<file path="src/rtl/time_pkg.sv">
// rtl/time_pkg.sv - shared constants and types for the hh:mm:ss time-of-day stage
package time_pkg;

  localparam int MS_W     = 10;
  localparam int MS_MAX   = 999;
  localparam int SEC_MAX  = 59;
  localparam int MIN_MAX  = 59;
  localparam int HOUR_MAX = 23;

  localparam int HH_W = 5;
  localparam int MM_W = 6;
  localparam int SS_W = 6;

  localparam int BCD_DIGIT_W = 4;
  localparam int BCD_FIELD_W = 2 * BCD_DIGIT_W;
  localparam int BCD_SS_LSB  = 0;
  localparam int BCD_MM_LSB  = BCD_SS_LSB + BCD_FIELD_W;
  localparam int BCD_HH_LSB  = BCD_MM_LSB + BCD_FIELD_W;
  localparam int BCD_TIME_W  = 3 * BCD_FIELD_W;

  typedef enum logic {
    ST_READY = 1'b0,
    ST_BUSY  = 1'b1
  } preset_state_t;

endpackage

</file>
<file path="src/rtl/bin2bcd_2digit.sv">
// rtl/bin2bcd_2digit.sv - registered 0..59 binary to two-digit BCD converter
module bin2bcd_2digit (
  input  logic       clk,
  input  logic       resett,
  input  logic [5:0] bin,
  output logic [7:0] bcd
);
  import time_pkg::*;

  logic [BCD_DIGIT_W-1:0] tens;
  logic [5:0]             rem;

  // Constant-divisor compare chain; inputs never exceed 59.
  always_comb begin
    tens = '0;
    rem  = bin;
    if (bin >= 6'd50) begin
      tens = 4'd5;
      rem  = bin - 6'd50;
    end else if (bin >= 6'd40) begin
      tens = 4'd4;
      rem  = bin - 6'd40;
    end else if (bin >= 6'd30) begin
      tens = 4'd3;
      rem  = bin - 6'd30;
    end else if (bin >= 6'd20) begin
      tens = 4'd2;
      rem  = bin - 6'd20;
    end else if (bin >= 6'd10) begin
      tens = 4'd1;
      rem  = bin - 6'd10;
    end
  end

  always_ff @(posedge clk) begin
    if (resett) begin
      bcd <= '0;
    end else begin
      bcd <= {tens, rem[BCD_DIGIT_W-1:0]};
    end
  end

endmodule

</file>
<file path="src/rtl/hms_clock_counter.sv">
// rtl/hms_clock_counter.sv - hh:mm:ss counter driven by ms wraps, with preset handshake and BCD output
module hms_clock_counter #(
  parameter int MS_W     = time_pkg::MS_W,
  parameter int MS_MAX   = time_pkg::MS_MAX,
  parameter int HOUR_MAX = time_pkg::HOUR_MAX
) (
  input  logic            clk,
  input  logic            resett,
  input  logic            reconfig_en,
  input  logic [MS_W-1:0] ms_in,
  input  logic            set_valid,
  input  logic [4:0]      set_hh,
  input  logic [5:0]      set_mm,
  input  logic [5:0]      set_ss,
  output logic            set_ready,
  output logic            set_err,
  output logic [4:0]      hh,
  output logic [5:0]      mm,
  output logic [5:0]      ss,
  output logic            sec_tick,
  output logic [23:0]     bcd_time
);
  import time_pkg::*;

  logic [MS_W-1:0] ms_prev;
  logic            rc_d;
  logic            wrap;

  preset_state_t   state;
  preset_state_t   state_next;
  logic            accept;
  logic            load;
  logic            preset_ok;
  logic            pre_ok;
  logic [4:0]      pre_hh;
  logic [5:0]      pre_mm;
  logic [5:0]      pre_ss;

  logic            ss_last;
  logic            mm_last;
  logic            hh_last;

  logic [7:0]      hh_bcd;
  logic [7:0]      mm_bcd;
  logic [7:0]      ss_bcd;

  // The upstream counter clears one cycle after reconfig_en, so both the
  // live and delayed reconfig_en must veto the 999 -> 0 edge.
  assign wrap = (ms_prev == MS_W'(MS_MAX)) && (ms_in == '0) && !reconfig_en && !rc_d;

  assign preset_ok = (set_hh <= 5'(HOUR_MAX)) && (set_mm <= 6'(MIN_MAX))
                   && (set_ss <= 6'(SEC_MAX));

  assign ss_last = (ss == 6'(SEC_MAX));
  assign mm_last = (mm == 6'(MIN_MAX));
  assign hh_last = (hh == 5'(HOUR_MAX));

  always_comb begin
    state_next = state;
    accept     = 1'b0;
    load       = 1'b0;
    case (state)
      ST_READY: begin
        if (set_valid && set_ready) begin
          accept     = 1'b1;
          state_next = ST_BUSY;
        end
      end
      ST_BUSY: begin
        load       = pre_ok;
        state_next = ST_READY;
      end
      default: state_next = ST_READY;
    endcase
  end

  always_ff @(posedge clk) begin
    if (resett) begin
      state     <= ST_READY;
      set_ready <= 1'b0;
      set_err   <= 1'b0;
      pre_ok    <= 1'b0;
      pre_hh    <= '0;
      pre_mm    <= '0;
      pre_ss    <= '0;
    end else begin
      state     <= state_next;
      set_ready <= (state_next == ST_READY);
      set_err   <= accept && !preset_ok;
      if (accept) begin
        pre_ok <= preset_ok;
        pre_hh <= set_hh;
        pre_mm <= set_mm;
        pre_ss <= set_ss;
      end
    end
  end

  always_ff @(posedge clk) begin
    if (resett) begin
      ms_prev <= '0;
      rc_d    <= 1'b0;
    end else begin
      ms_prev <= ms_in;
      rc_d    <= reconfig_en;
    end
  end

  // A valid load overrides a coincident wrap; that second is dropped.
  always_ff @(posedge clk) begin
    if (resett) begin
      hh       <= '0;
      mm       <= '0;
      ss       <= '0;
      sec_tick <= 1'b0;
    end else begin
      sec_tick <= wrap && !load;
      if (load) begin
        hh <= pre_hh;
        mm <= pre_mm;
        ss <= pre_ss;
      end else if (wrap) begin
        ss <= ss_last ? '0 : ss + 6'd1;
        if (ss_last) begin
          mm <= mm_last ? '0 : mm + 6'd1;
          if (mm_last) begin
            hh <= hh_last ? '0 : hh + 5'd1;
          end
        end
      end
    end
  end

  bin2bcd_2digit u_hh_bcd (
    .clk    (clk),
    .resett (resett),
    .bin    ({1'b0, hh}),
    .bcd    (hh_bcd)
  );

  bin2bcd_2digit u_mm_bcd (
    .clk    (clk),
    .resett (resett),
    .bin    (mm),
    .bcd    (mm_bcd)
  );

  bin2bcd_2digit u_ss_bcd (
    .clk    (clk),
    .resett (resett),
    .bin    (ss),
    .bcd    (ss_bcd)
  );

  assign bcd_time[BCD_HH_LSB +: BCD_FIELD_W] = hh_bcd;
  assign bcd_time[BCD_MM_LSB +: BCD_FIELD_W] = mm_bcd;
  assign bcd_time[BCD_SS_LSB +: BCD_FIELD_W] = ss_bcd;

endmodule

</file>
<file path="config.mk">
export PLATFORM = sky130hd
export DESIGN_NAME = hms_clock_counter
export DESIGN_NICKNAME = d
export VERILOG_FILES = /design/src/rtl/time_pkg.sv /design/src/rtl/bin2bcd_2digit.sv /design/src/rtl/hms_clock_counter.sv
export SDC_FILE = /design/constraint.sdc
export NUM_CORES = 1
export LEC_CHECK = 0
export ABC_AREA = 1
export CORE_MARGIN = 3
export CORE_UTILIZATION = 52
export DETAILED_ROUTE_END_ITERATION = 8
export PLACE_DENSITY = 0.8
export SLEW_MARGIN = 30
export SYNTH_ARGS = -nofsm -noshare
export SYNTH_HDL_FRONTEND = slang
export SYNTH_SLANG_ARGS = --single-unit
</file>
<file path="constraint.sdc">
create_clock -name clk -period 1.9 [get_ports clk]
set_input_delay 0.38 -clock clk [delete_from_list [all_inputs] [get_ports clk]]
set_output_delay 0.38 -clock clk [all_outputs]
set_load 0.01 [all_outputs]
</file>
# Yosys cells after proc, flatten, opt, wreduce, memory -nomap -nowiden
# Index checks and enable logic that the tools add are counted.
# totals
regBits	74
inputBits	31
# classes
n_addsub	18
n_lt_le_gt_ge	18
eq_ne	4
mux	46
bitwise_logic	2
n_reduce_logical	24
# op_table
operator	n
4-bit 2-to-1 mux	15
6-bit 2-to-1 mux	7
3-bit 2-to-1 mux	12
4-bit subtractor (second input constant)	9
5-bit 2-to-1 mux	5
6-bit by 5-bit >= comparator with 1-bit output (second input constant)	4
6-bit >= comparator (second input constant)	4
5-bit OR reduction	3
6-bit by 1-bit adder with 6-bit output (second input constant)	2
6-bit == test (second input constant)	2
5-bit by 6-bit >= comparator with 1-bit output (second input constant)	2
6-bit by 4-bit >= comparator with 1-bit output (second input constant)	2
6-bit less-or-equal comparator (second input constant)	2
4-bit by 2-bit subtractor with 4-bit output (second input constant)	3
4-bit by 3-bit subtractor with 4-bit output (second input constant)	3
10-bit == test (second input constant)	1
5-bit >= comparator (second input constant)	2
10-bit logical NOT	1
3-bit OR reduction	3
1-bit logical AND	8
1-bit 2-to-1 mux	6
2-bit nonzero test	3
5-bit by 1-bit adder with 5-bit output (second input constant)	1
5-bit == test (second input constant)	1
other kinds (7)	11

# Depth between registers and ports, before layout
# logic_depth
ltp_word	6
mapped_depth	12
mapped_depth_nobuf	12

# Hierarchy
# Synthesis repeated with hierarchy kept, for this count alone.
# hier_totals
hier_cells	597
area_unflattened_um2	4170.2
# by_module_without_submodules
mod	n_inst	cells_per_inst	area_each_um2	seq_area_each_um2
hms_clock_counter	1	324	2372.3	1001.0
bin2bcd_2digit	3	91	599.3	140.1

# Worst setup path after synthesis
# OpenSTA, ideal clock, no wires.
# synth_timing
kind	register to register
startpoint	register mm[2]
endpoint	register u_mm_bcd.bcd[1]
arrival_time_ns	1.626
required_time_ns	1.786
path_slack_ns	0.160
path_stages_with_launch	13
path_buffers	0
period_less_slack_ns	1.740
cell_sequence	dfxtp_1 inv_1 ha_1 nand2_1 inv_1 nor2_2 nand2_1 nand2_1 nand2_2 a21oi_2 nand2_1 nand2_1 nor2_2
# synth_via
elab_chain_cells	6
word_cells_on_any_way	10
classes_between	5 x order compare; 5 x mux
# synth_lines
element	line	source
from (decl)	hms_clock_counter.sv:18	output logic [5:0] mm,
from (signal assigned)	hms_clock_counter.sv:120	mm <= pre_mm;
from (signal assigned)	hms_clock_counter.sv:125	mm <= mm_last ? '0 : mm + 6'd1;
6-bit by 4-bit >= comparator with 1-bit output	bin2bcd_2digit.sv:29	end else if (bin >= 6'd10) begin
4-bit 2-to-1 mux	bin2bcd_2digit.sv:29	
4-bit 2-to-1 mux	bin2bcd_2digit.sv:26	end else if (bin >= 6'd20) begin
4-bit 2-to-1 mux	bin2bcd_2digit.sv:23	end else if (bin >= 6'd30) begin
4-bit 2-to-1 mux	bin2bcd_2digit.sv:20	end else if (bin >= 6'd40) begin
4-bit 2-to-1 mux *	bin2bcd_2digit.sv:17	if (bin >= 6'd50) begin
to (signal assigned)	bin2bcd_2digit.sv:39	bcd <= {tens, rem[BCD_DIGIT_W-1:0]};
to (decl)	bin2bcd_2digit.sv:6	output logic [7:0] bcd
# Every way passes the cells marked *; elsewhere a longest branch is shown, timed or not.
# A chain may end at the register's enable or synchronous reset.

# Worst setup path after layout
# layout_timing
startpoint	register hh[4]
endpoint	output hh[4]
# layout_lines
element	line	source
from (decl)	hms_clock_counter.sv:17	output logic [4:0] hh,
from (signal assigned)	hms_clock_counter.sv:119	hh <= pre_hh;
from (signal assigned)	hms_clock_counter.sv:127	hh <= hh_last ? '0 : hh + 5'd1;
# No word-level cell between the ends.

==> out/summary.txt <==
PLACED DESIGN
------------------------------------------------------------------------------------
Final Wtd Congestion                                                           0.924
Detailed Place HPWL                                                          6270 um
Worst slack at placement                                                   0.0343 ns
IO buf count                                                                      70

SYNTH
------------------------------------------------------------------------------------
Largest area contributor in the netlist                                 sky130_fd_sc_hd__dfxtp_1
Portion of synthesized cell area occupied by the leading cell type             37.0%
Post-synthesis sequential area ratio                                           37.0%
Fraction of registers with async set or reset after synthesis                     0%
Cell types occupying the most area after synthesis                      sky130_fd_sc_hd__dfxtp_1, sky130_fd_sc_hd__ha_1, sky130_fd_sc_hd__nand2_1, sky130_fd_sc_hd__inv_1, sky130_fd_sc_hd__nor2_1
Post-Syn Area per Cell                                                     7.45 um^2
Library cells used by synthesis                                                   39
Synth top cells by count                                                sky130_fd_sc_hd__nand2_1, sky130_fd_sc_hd__dfxtp_1, sky130_fd_sc_hd__inv_1, sky130_fd_sc_hd__nor2_1, sky130_fd_sc_hd__a21oi_1
Yosys warnings                                                                     0
Primary flip-flop cell chosen by synthesis mapping                      sky130_fd_sc_hd__dfxtp_1
Flop and latch count out of synthesis                                             70
Most numerous cell in the Yosys netlist                                 sky130_fd_sc_hd__nand2_1
Cell area after synthesis                                                  3790 um^2
Number of instances in the synthesized netlist                                   509
Post-synth EDFFs                                                                   0

RUN
------------------------------------------------------------------------------------
# Max-Cap Violations                                                               0

CELLS AND AREA
------------------------------------------------------------------------------------
# diodes                                                                           0
Share of layout cells above drive strength 1                                   11.8%
Post-layout nets                                                                 642
Number of fill cells                                                             560
Post-route core utilization                                                    68.8%
Layout overhead on the synthesized area                                        26.1%

PWR
------------------------------------------------------------------------------------
Post-layout total power                                                      2.85 mW
Peak supply drop                                                          0.000436 V
Leakage power summed over all cells                                          2.08 nW
Pwr Density                                                              596 nW/um^2

CRITICAL PATH
------------------------------------------------------------------------------------
Depth of the critical timing path with buffers and inverters included              1
Worst Path Buf+Inv                                                                 1
Biggest fanout along the worst timing path                                         8
Data arrival time of the worst path                                          1.47 ns
Type of the setup path with the least slack                             register to output port
Category of the worst setup path capture point                           output port
Minimum setup slack among reg-to-reg paths                                   0.15 ns
Critical path's largest stage delay                                          0.61 ns
Slowest cell on crit path                                               sky130_fd_sc_hd__clkdlybuf4s50_1
Critical Path, Cell by Cell                                             clkdlybuf4s50_1
Reg2Reg Capture Point                                                   u_mm_bcd.bcd[1]
Destination of the critical timing path                                        hh[4]
Delay-heaviest family, CP                                               buffers and inverters
Required time worst endpoint                                                 1.52 ns
Startpoint of the most critical setup path                                     hh[4]
Critical R2R Launch                                                            mm[2]
Startpoint kind of the worst setup timing path                              register
Count of cells along the worst register-to-register path                          12

FLOORPLAN
------------------------------------------------------------------------------------
Boundary pin count                                                                75
Initial standard-cell utilization of the core                                  54.6%
Height of the die                                                            91.4 um
Core box area                                                              6940 um^2
Die Footprint                                                              8350 um^2
Standard-cell row count                                                           30
Die Wd                                                                       91.4 um

CTS
------------------------------------------------------------------------------------
Count of H-tree levels built during CTS                                            3
Clock latency reported for the late side of the worst-skew pair              0.34 ns
Clk pin slew, worst setup/hold paths                                         0.07 ns
CTS tree                                                                       built
Post-CTS setup repair buffer count                                                 0
Cell at the root of the clock tree                                      sky130_fd_sc_hd__clkbuf_8
Number of sinks on the clock net                                                  70
Buffers from clock root to sink, at most                                           2
Number of CTS-inserted buffers                                                     9

DRT
------------------------------------------------------------------------------------
Total number of vias                                                            3427
Average vias per placed instance                                                5.02
Detailed Route Iter0 Violations                                                  199
Number of detailed-route iterations in the first pass                              5
DRC                                                                                0
Post-detailed-route wirelength per cell                                      12.5 um
Post-detailed-routing wire length                                            8510 um
Antenna viol nets, final                                                           0

GLOBAL ROUTE
------------------------------------------------------------------------------------
Pin count of the biggest net entering global routing                              24
Global-route wire length before repair                                      14100 um
Via count of the first global-routing pass                                      3239
Remaining global-route overflow                                                    0
Tot GR Track Use                                                               20.4%
Antenna violations before repair                                                   0

TIMING
------------------------------------------------------------------------------------
Hold violation total from the final report                                         0
Number of setup violations in the final report                                     0
Setup repair after global routing missed its margin                               no
Number of slew-limit violations in the final report                                0
Hold WS                                                                     0.464 ns
Shortest clock period the worst path allows after layout                     1.85 ns
Setup tns final                                                                 0 ns
Highest clock frequency the design can meet                                  542 MHz
Worst Skew                                                                0.00736 ns
Share of the clock period used by the worst path after layout                  97.2%
Slack of the critical path                                                 0.0537 ns

STATUS
------------------------------------------------------------------------------------
Run status                                                              finished clean

WORST HOLD PATH
------------------------------------------------------------------------------------
Class of the tightest hold or removal check                             register to register

## what timing repair did
action | in CTS | in global routing
resized for setup | 3 | 5
endpoints found under the setup margin | 3 | 5
hold buffers | 0 | 0
## flip-flops by register name, indices dropped and copies added, names as in the netlist
signal	flops
mm	6
state	1
u_mm_bcd.bcd	7
u_ss_bcd.bcd	7
pre_hh	5
set_err	1
ms_prev	10
u_hh_bcd.bcd	6
ss	6
pre_ss	6
rc_d	1
set_ready	1
pre_ok	1
hh	5
sec_tick	1
pre_mm	6
## cell usage in the layout (no fill, tap or decap), drive strengths merged
cell type       n
a211oi          2
a21oi          38
a22o            1
a22oi           2
a31oi           2
buf            11
bufinv          1
clkbuf         11
clkdlybuf4s50  70
clkinv          3
clkinvlp        1
conb            4
dfxtp          70
ha             29
inv            78
nand2          99
nand3          32
nand4           4
nor2           60
nor3            3
nor4            3
o211ai          1
o21ai          30
o22ai          15
or2             1
xnor2           4
xor2           11
## worst min path at each step
stage / start / to / depth (start not counted)
global route: pre_ss[3] / pre_ss[3] / 2
CTS: pre_mm[1] / pre_mm[1] / 2
floorplan: pre_ok / pre_ok / 2
global placement: pre_ok / pre_ok / 2
detailed placement: pre_ok / pre_ok / 2
finish: pre_ss[3] / pre_ss[3] / 2
## cell type report
class | instances | area [um^2] | share of cell area (%)
Clock buffer | 11 | 141 | 2.96
Clock inverter | 4 | 47.5 | 0.995
Inverter | 79 | 299 | 6.26
Multi-Input combinational cell | 341 | 1970 | 41.1
Sequential cell | 70 | 1410 | 29.5
Tap cell | 96 | 120 | 2.51
Timing Repair Buffer | 81 | 796 | 16.6
## worst register-to-register path: stages (launching register included)
cell and delay [ns]:
sky130_fd_sc_hd__dfxtp_1 0.41, sky130_fd_sc_hd__inv_2 0.11, sky130_fd_sc_hd__ha_1 0.25, sky130_fd_sc_hd__nand2_1 0.08, sky130_fd_sc_hd__inv_1 0.05, sky130_fd_sc_hd__nor2_2 0.15, sky130_fd_sc_hd__nand2_1 0.11, sky130_fd_sc_hd__nand2_1 0.09
sky130_fd_sc_hd__nand2_2 0.05, sky130_fd_sc_hd__a21oi_2 0.16, sky130_fd_sc_hd__nand2_1 0.07, sky130_fd_sc_hd__nand2_1 0.09, sky130_fd_sc_hd__nor2_2 0.04
## metrics by stage
step                      instances  instance area [um^2]
after floorplan                 512                  3800
after global placement          667                  4580
after detailed placement        667                  4580
after CTS                       682                  4770
after global routing            682                  4780
final                           682                  4780
## power by group
part	switching, mW	internal, mW
Combinational	0.0866	0.0851
Clock	0.532	0.631
Sequential	0.0109	1.50
Total	0.629	2.22
## logic make-up (layout without fill, tap and decap cells)
group	after synthesis	in the layout	share of synthesized area, %
other	1	4	0.0989
and+or+nand+nor	202	202	24.4
DFF	70	70	37.0
xor gates and xnor gates	15	15	3.47
buffers and inverters	101	175	11.5
AOI/OAI and AO/OA	91	91	14.0
adders and majority gates	29	29	9.57
## layer usage
| metal | GRT usage, % | vias to the layer above | share of wire [%] |
|---|---|---|---|
| met5 | 0 | - | 0 |
| met4 | 6.16 | 0 | 1.2 |
| met3 | 5.14 | 13 | 6.8 |
| met2 | 34.0 | 127 | 47 |
| met1 | 25.8 | 1533 | 45 |
| li1 | - | 1754 | - |
No activity file was read; power rests on OpenSTA's default activity.
